===== src/rtl/req_ack_master.sv =====
// rtl/req_ack_master.sv - queued req/ack master with per-attempt timeout and bounded retry
// Optional statistics counters: define REQ_ACK_MASTER_STATS_EN.
module req_ack_master #(
  parameter int ID_W      = 4,
  parameter int DEPTH     = 4,
  parameter int TIMEOUT   = 8,
  parameter int MAX_RETRY = 2
) (
  input  logic            clk,
  input  logic            rst_n,
  input  logic            cmd_valid,
  output logic            cmd_ready,
  input  logic [ID_W-1:0] cmd_id,
  output logic            req,
  input  logic            ack,
  output logic            rsp_valid,
  output logic [ID_W-1:0] rsp_id,
  output logic            rsp_err,
  output logic            busy
`ifdef REQ_ACK_MASTER_STATS_EN
  ,
  output logic [15:0]     ok_cnt,
  output logic [15:0]     err_cnt,
  output logic [15:0]     spur_cnt
`endif
);

  localparam int AW = $clog2(DEPTH);
  localparam int TW = $clog2(TIMEOUT);
  localparam int RW = $clog2(MAX_RETRY + 2);

  typedef enum logic [2:0] {
    S_IDLE,
    S_REQ,
    S_WAIT,
    S_GAP,
    S_RSP
  } state_t;

  state_t          state_q, state_d;
  logic [TW-1:0]   timer_q, timer_d;
  logic [RW-1:0]   retry_q, retry_d;
  logic [AW:0]     wr_ptr_q, rd_ptr_q;
  logic [ID_W-1:0] mem_q [DEPTH];
  logic            req_q, rsp_valid_q, rsp_err_q;
  logic [ID_W-1:0] rsp_id_q;
  logic            full, empty, push, pop, fail_d;

  // Extra pointer bit distinguishes full from empty when the indices match.
  assign empty     = (wr_ptr_q == rd_ptr_q);
  assign full      = (wr_ptr_q[AW] != rd_ptr_q[AW]) && (wr_ptr_q[AW-1:0] == rd_ptr_q[AW-1:0]);
  assign cmd_ready = !full;
  assign push      = cmd_valid && cmd_ready;
  assign pop       = (state_q == S_RSP);

  always_ff @(posedge clk) begin
    if (push) mem_q[wr_ptr_q[AW-1:0]] <= cmd_id;
  end

  always_comb begin
    state_d = state_q;
    timer_d = timer_q;
    retry_d = retry_q;
    fail_d  = 1'b0;
    case (state_q)
      S_IDLE: if (!empty) state_d = S_REQ;
      S_REQ: begin
        timer_d = '0;
        state_d = S_WAIT;
      end
      S_WAIT: begin
        // Ack wins over a timeout landing in the same cycle.
        if (ack) begin
          state_d = S_RSP;
        end else if (timer_q == TW'(TIMEOUT - 1)) begin
          if (retry_q < RW'(MAX_RETRY)) begin
            retry_d = retry_q + 1'b1;
            state_d = S_GAP;
          end else begin
            fail_d  = 1'b1;
            state_d = S_RSP;
          end
        end else begin
          timer_d = timer_q + 1'b1;
        end
      end
      S_GAP: state_d = S_REQ;
      S_RSP: begin
        retry_d = '0;
        state_d = S_IDLE;
      end
      default: state_d = S_IDLE;
    endcase
  end

  always_ff @(posedge clk or negedge rst_n) begin
    if (!rst_n) begin
      state_q     <= S_IDLE;
      timer_q     <= '0;
      retry_q     <= '0;
      wr_ptr_q    <= '0;
      rd_ptr_q    <= '0;
      req_q       <= 1'b0;
      rsp_valid_q <= 1'b0;
      rsp_err_q   <= 1'b0;
      rsp_id_q    <= '0;
    end else begin
      state_q     <= state_d;
      timer_q     <= timer_d;
      retry_q     <= retry_d;
      if (push) wr_ptr_q <= wr_ptr_q + 1'b1;
      if (pop)  rd_ptr_q <= rd_ptr_q + 1'b1;
      req_q       <= (state_d == S_REQ);
      rsp_valid_q <= (state_d == S_RSP);
      rsp_err_q   <= (state_d == S_RSP) && fail_d;
      if (state_d == S_RSP) rsp_id_q <= mem_q[rd_ptr_q[AW-1:0]];
    end
  end

  assign req       = req_q;
  assign rsp_valid = rsp_valid_q;
  assign rsp_err   = rsp_err_q;
  assign rsp_id    = rsp_id_q;
  assign busy      = (state_q != S_IDLE) || !empty;

`ifdef REQ_ACK_MASTER_STATS_EN
  logic [15:0] ok_cnt_q, err_cnt_q, spur_cnt_q;
  logic        spur;

  assign spur = ack && (state_q != S_WAIT);

  always_ff @(posedge clk or negedge rst_n) begin
    if (!rst_n) begin
      ok_cnt_q   <= '0;
      err_cnt_q  <= '0;
      spur_cnt_q <= '0;
    end else begin
      if (rsp_valid_q && !rsp_err_q && ok_cnt_q != 16'hFFFF)  ok_cnt_q   <= ok_cnt_q + 1'b1;
      if (rsp_valid_q && rsp_err_q && err_cnt_q != 16'hFFFF)  err_cnt_q  <= err_cnt_q + 1'b1;
      if (spur && spur_cnt_q != 16'hFFFF)                     spur_cnt_q <= spur_cnt_q + 1'b1;
    end
  end

  assign ok_cnt   = ok_cnt_q;
  assign err_cnt  = err_cnt_q;
  assign spur_cnt = spur_cnt_q;
`endif

endmodule


===== config.mk =====
export PLATFORM = sky130hd
export DESIGN_NAME = req_ack_master
export DESIGN_NICKNAME = d
export VERILOG_FILES = /design/src/rtl/req_ack_master.sv
export SDC_FILE = /design/constraint.sdc
export NUM_CORES = 1
export LEC_CHECK = 0
export BUFFER_PORTS_ARGS = -buffer_cell sky130_fd_sc_hd__buf_2
export CORE_MARGIN = 2
export CORE_UTILIZATION = 40
export DETAILED_ROUTE_END_ITERATION = 10
export PLACE_DENSITY = 0.61
export SYNTH_ARGS = -nofsm -noshare
export SYNTH_HDL_FRONTEND = slang
export SYNTH_SLANG_ARGS = --single-unit

===== constraint.sdc =====
create_clock -name clk -period 2.49 [get_ports clk]
set_clock_uncertainty 0.2 [all_clocks]
set_input_delay 0 -clock clk [delete_from_list [all_inputs] [get_ports clk]]
set_output_delay 0 -clock clk [all_outputs]
set_load 0.1 [all_outputs]

==> results of run 1 <==
==> cell families (layout without fill, tap and decap cells) <==
family / after synthesis / count (layout) / share of synthesized area (%)
DFF: 37 / 37 / 60.0
and+or+nand+nor: 26 / 26 / 9.70
AOI/OAI and AO/OA: 14 / 14 / 5.97
muxes: 13 / 13 / 11.6
buffers and inverters: 9 / 36 / 2.84
xor gates and xnor gates: 8 / 8 / 4.63
adders and majority gates: 7 / 7 / 5.22
==> area by class of cell <==
cell class	count	share of cell area, %
clock buffers	5	3.48
clock inverters	3	2.34
inverters	5	0.950
multi-input cells	68	31.5
flip-flops and latches	37	50.9
well taps	50	3.17
repair buffers	23	7.60
==> registers in the layout (all words and copies together) (netlist names) <==
register / flops
state_q: 3
rsp_id: 4
mem_q: 16
retry_q: 2
rsp_err: 1
rsp_valid: 1
wr_ptr_q: 3
rd_ptr_q: 3
req: 1
timer_q: 3
==> per-stage QoR <==
step	worst slack [ns]	cells	utilization, %	hold slack, ns	instance area [µm²]
4_1_cts	0.290	191	49.0	0.000921	1980
2_1_floorplan	0.519	114	-	-0.496	1680
6_report	0.303	191	49.0	-0.0161	1980
3_5_place_dp	0.533	176	44.4	-0.213	1790
5_1_grt	0.234	191	49.0	0.0487	1980
3_3_place_gp	0.571	176	44.4	-0.218	1790
==> routing by layer <==
layer	wire (µm)	track usage, %
met5	0	0
met1	1230	16.6
met3	114	4.87
met2	1390	22.8
met4	45	5.88
==> synth_stat cells, drive strengths merged <==
| master | n | area [µm²] |
|---|---|---|
| nor4b | 1 | 8.76 |
| o22ai | 2 | 12.5 |
| and3 | 5 | 31.3 |
| xnor2 | 5 | 43.8 |
| or4 | 1 | 7.51 |
| o31ai | 1 | 12.5 |
| nor3 | 3 | 15.0 |
| inv | 5 | 18.8 |
| dfrtp | 21 | 526 |
| o311ai | 1 | 8.76 |
| ha | 7 | 87.6 |
| xor2 | 3 | 33.8 |
| mux4 | 4 | 90.1 |
| nor2b | 2 | 12.5 |
| a31oi | 1 | 6.26 |
| nand3 | 1 | 5.00 |
| a22o | 1 | 8.76 |
| mux2 | 9 | 105 |
| a21o | 1 | 7.51 |
| edfxtp | 16 | 480 |
| a221oi | 1 | 8.76 |
| or3 | 2 | 22.5 |
| nor2 | 6 | 30.0 |
| or3b | 1 | 11.3 |
| a21oi | 2 | 10.0 |
| o21ai | 3 | 15.0 |
| nand2 | 3 | 11.3 |
| nor3b | 1 | 7.51 |
| o21ba | 1 | 10.0 |
| buf | 4 | 28.8 |
==> final timing paths <==
path	startpoint	to	slack [ns]	depth (start not counted)
min in group clk	ack	rsp_err$_DFF_PN0_	0.26	3
worst min-delay path	rst_n	wr_ptr_q[1]$_DFFE_PN0P_	-0.02	2
worst min register to register	timer_q[1]$_DFFE_PN0P_	timer_q[1]$_DFFE_PN0P_	0.29	1
worst max-delay path	state_q[2]$_DFF_PN0_	busy	0.30	3
worst max register to register	rd_ptr_q[0]$_DFFE_PN0N_	mem_q[1][2]$_DFFE_PP_	0.54	3
max in group asynchronous	rst_n	state_q[1]$_DFF_PN0_	1.79	2
==> what timing repair did <==
item	CTS	global route
hold endpoints to repair	46	0
resized for setup	0	0
hold buffers	7	0
==> summary.txt, run 1 <==
Critical path
  – WP buf/inv: 1
  – Worst Path Class, Setup: reg -> out
  – Max FO, Critical Path: 13
  – Critical path's top delay family: simple AND/OR/NAND/NOR gates
  – Worst path slowest cell: dfrtp_1
  – Crit path DAT: 1.99 ns
  – Startpoint Class: register
  – CP max stage delay: 0.51 ns
  – CP required: 2.29 ns
  – CP cell instances: or3_4, or4_1, buf_2
  – CP endpoint kind: primary output

Synthesis
  – Gate Count Post-Synth: 114
  – Synthesized area: 1680 µm²
  – Register area share after synthesis: 60.0%
  – #FFs+latches synth: 37
  – Net Count, Synth: 129
  – Synth cell types: 36
  – Syn Area/Cell: 14.7 µm²
  – Warnings, synthesis: 0

Clocking
  – Clk_lat worst skew: 0.29 ns
  – Total CTS buffers: 5
  – CTS root buf: clkbuf_8
  – CTS clk-pin slew, worst paths: 0.08 ns
  – Setup bufs post-CTS: 0
  – Clock sink count: 37
  – H-tree depth: 2
  – Clk buf depth: 2
  – TritonCTS clock tree: done

Global route
  – Largest net degree at the start of global routing: 22
  – Initial antenna violation count: 0
  – First-pass GRT wire length: 4.64 mm
  – Vias in the first global route: 1004
  – Grt ovf: 0
  – Overall Global Routing Usage: 13.9%

Place
  – Post-DP HPWL: 2.06 mm
  – Placer Congestion: 0.789
  – I/O Buffers: 16

STA
  – Final-report max-slew violation count: 0
  – RSZ-0062 raised after global routing: false
  – Final Hold Slack: -0.0161 ns
  – Setup TNS Final: 0 ns
  – Worst slew pin tran: 0.489 ns
  – Final Hold Viols: 21
  – Final Cycle Share: 87.8%
  – Final setup fails: 0
  – F_max: 0.457 GHz
  – Headroom to the max-slew limit: 67.6%
  – Tmin final: 2.19 ns

Detailed routing
  – Initial DRC count: 51
  – First drt pass iteration count: 4
  – Via Count: 989
  – Remaining routing DRC violations: 0
  – Routed Antenna Nets: 0
  – Wire per inst: 14.6 µm
  – Vias per inst: 5.18
  – Final WL: 2.78 mm

Die
  – I/O Pins: 17
  – Starting density of the core: 41.6%
  – Chip width: 68.7 µm
  – Die area: 4730 µm²
  – Core Rows: 23
  – Die H: 68.7 µm
  – Core ar.: 4030 µm²

Final layout
  – Synth-to-layout area growth: 17.8%
  – Share of layout cells above drive strength 1: 29.1%
  – Diodes inserted: 0
  – # fillers: 358
  – FF/Latch Area: 1010 µm²
  – Layout Nets: 155
  – Most frequent cells in the layout: 21 x dfrtp_1, 16 x buf_2, 16 x edfxtp_1
  – Area of the multi-input gates: 623 µm²
  – Commonest non-fill, non-tap cell in the layout: dfrtp_1

Outcome
  – Status: finished, violations left
  – Failing checks: negative hold slack

Min path
  – Hold WC Path Type: in -> async

Job
  – Max-cap violation count: 0
Power of run 1 is not shown: default switching activity piles up to over one toggle a cycle in this logic, so the estimate is an artifact.
==> run 2, diff against run 1 <==
--- a/config.mk
+++ b/config.mk
@@ -6,10 +6,12 @@
 export NUM_CORES = 1
 export LEC_CHECK = 0
 export BUFFER_PORTS_ARGS = -buffer_cell sky130_fd_sc_hd__buf_2
+export CAP_MARGIN = 0
 export CORE_MARGIN = 2
 export CORE_UTILIZATION = 40
 export DETAILED_ROUTE_END_ITERATION = 10
 export PLACE_DENSITY = 0.61
+export SLEW_MARGIN = 10
 export SYNTH_ARGS = -nofsm -noshare
 export SYNTH_HDL_FRONTEND = slang
 export SYNTH_SLANG_ARGS = --single-unit
==> constraint.sdc (replaced) <==
create_clock -name clk -period 2.7 [get_ports clk]
set_clock_uncertainty 0.2 [all_clocks]
set_input_delay 0 -clock clk [delete_from_list [all_inputs] [get_ports clk]]
set_output_delay 0 -clock clk [all_outputs]
set_load 0.1 [all_outputs]
==> summary.txt, run 2 (same netlist as run 1, synthesis figures left out) <==
STA
  – Final Hold Viols: 21 (unchanged)
  – RSZ-0062 raised after global routing: false
  – Final setup fails: 0 (unchanged)
  – F_max: 0.457 GHz
  – Final Hold Slack: -0.0115 ns (+0.00458 ns)
  – Setup TNS Final: 0 ns (unchanged)
  – Tmin final: 2.19 ns
  – Worst slew pin tran: 0.489 ns (-0.000583 ns)
  – Headroom to the max-slew limit: 67.6% (about the same)
  – Final Cycle Share: 81.1%
  – Final-report max-slew violation count: 0 (unchanged)

Clocking
  – Setup bufs post-CTS: 0 (unchanged)
  – CTS root buf: clkbuf_8
  – Total CTS buffers: 5 (unchanged)
  – CTS clk-pin slew, worst paths: 0.08 ns (about the same)
  – Resize count post-CTS: 0 (unchanged)
  – Clock sink count: 37 (unchanged)
  – Clk buf depth: 2 (unchanged)
  – Clk_lat worst skew: 0.29 ns (about the same)
  – H-tree depth: 2 (unchanged)
  – TritonCTS clock tree: done

Place
  – Post-DP HPWL: 2.07 mm (+0.54%)
  – Placer Congestion: 0.789 (about the same)
  – Placement Cell Area: 1790 µm² (unchanged)
  – I/O Buffers: 16 (unchanged)

Global route
  – Grt ovf: 0 (unchanged)
  – Overall Global Routing Usage: 14.5% (+0.62 points)
  – Vias in the first global route: 979 (-2.5%)
  – Largest net degree at the start of global routing: 22 (unchanged)
  – Initial antenna violation count: 0 (unchanged)
  – First-pass GRT wire length: 4.77 mm (+2.7%)

Detailed routing
  – Remaining routing DRC violations: 0 (unchanged)
  – Wire per inst: 15.1 µm (+3.9%)
  – Final WL: 2.89 mm (+3.9%)
  – Vias per inst: 5.09 (-1.7%)
  – Via Count: 972 (-1.7%)
  – Routed Antenna Nets: 0 (unchanged)
  – First drt pass iteration count: 3 (-1)
  – Initial DRC count: 34 (-33%)

Final layout
  – Diodes inserted: 0 (unchanged)
  – FF/Latch Area: 1010 µm² (unchanged)
  – # fillers: 362 (+1.1%)
  – Share of layout cells above drive strength 1: 29.1% (unchanged)
  – Final instance area: 1980 µm² (unchanged)
  – Area of the multi-input gates: 623 µm² (unchanged)
  – Most frequent cells in the layout: 21 x dfrtp_1, 16 x buf_2, 16 x edfxtp_1
  – Max FFs per register: 16 (unchanged)
  – Synth-to-layout area growth: 17.8% (unchanged)
  – Commonest non-fill, non-tap cell in the layout: dfrtp_1
  – Layout Nets: 155 (unchanged)

Die
  – Core ar.: 4030 µm² (unchanged)
  – Die area: 4730 µm² (unchanged)
  – Die H: 68.7 µm (unchanged)
  – Core Rows: 23 (unchanged)
  – Starting density of the core: 41.6% (unchanged)
  – Chip width: 68.7 µm (unchanged)
  – I/O Pins: 17 (unchanged)

Job
  – Max-cap violation count: 0 (unchanged)

Critical path
  – Max FO, Critical Path: 13 (unchanged)
  – Crit path DAT: 1.99 ns (about the same)
  – CP required: 2.50 ns (+0.21 ns)
  – Worst Path Class, Setup: reg -> out
  – Startpoint Class: register
  – CP endpoint kind: primary output

Outcome
  – Failing checks: negative hold slack
  – Status: finished, violations left

Min path
  – Hold WC Path Type: in -> async
## run 2: cell counts in the layout (fill, tap and decap cells not counted)
No cell type changed its count.
## run 2: stage by stage
stage / setup WS, ns / hold WS [ns] / std cells / utilization [%]
5_1_grt: 0.424 / 0.0508 / 191 / 49.0
2_1_floorplan: 0.729 / -0.496 / 114 / -
6_report: 0.510 / -0.0115 / 191 / 49.0
4_1_cts: 0.490 / 0.00152 / 191 / 49.0
3_5_place_dp: 0.742 / -0.210 / 176 / 44.4
3_3_place_gp: 0.781 / -0.218 / 176 / 44.4
## run 2: final cells by class
type	count	area share (%)
multi-input combinational	68	31.5
clock inverter	3	2.34
timing repair buffer	23	7.60
clock buffer	5	3.48
inverter	5	0.950
tap	50	3.17
sequential	37	50.9
## run 2: what timing repair did
item                                   in CTS  in global routing
endpoints found under the hold margin      46                  0
hold buffers                                7                  0
setup endpoints to repair                   0                  0
## run 2: routing by layer
metal  part of all wire, %  wire [µm]  GRT usage [%]
met4                   1.2         34           7.35
met3                   3.8        109           4.87
met5                     0          0              0
met1                    46       1320           17.9
met2                    49       1420           22.8
## run 2: worst paths after layout
path | start | endpoint | slack, ns | depth (start not counted)
min | rst_n | retry_q[1]$_DFFE_PN0P_ | -0.01 | 2
max reg2reg | rd_ptr_q[0]$_DFFE_PN0N_ | mem_q[0][0]$_DFFE_PP_ | 0.75 | 3
max | state_q[2]$_DFF_PN0_ | busy | 0.51 | 3
min in group clk | ack | rsp_err$_DFF_PN0_ | 0.25 | 3
max in group asynchronous | rst_n | rsp_id[0]$_DFFE_PN0N_ | 1.99 | 2
min reg2reg | timer_q[1]$_DFFE_PN0P_ | timer_q[1]$_DFFE_PN0P_ | 0.30 | 1
## run 2: worst max-delay path, cell delays in order (launching register included)
cell	delay [ns]
dfrtp_1	0.52
or3_4	0.45
or4_1	0.42
buf_2	0.31
Power of run 2 is left out for the same reason.
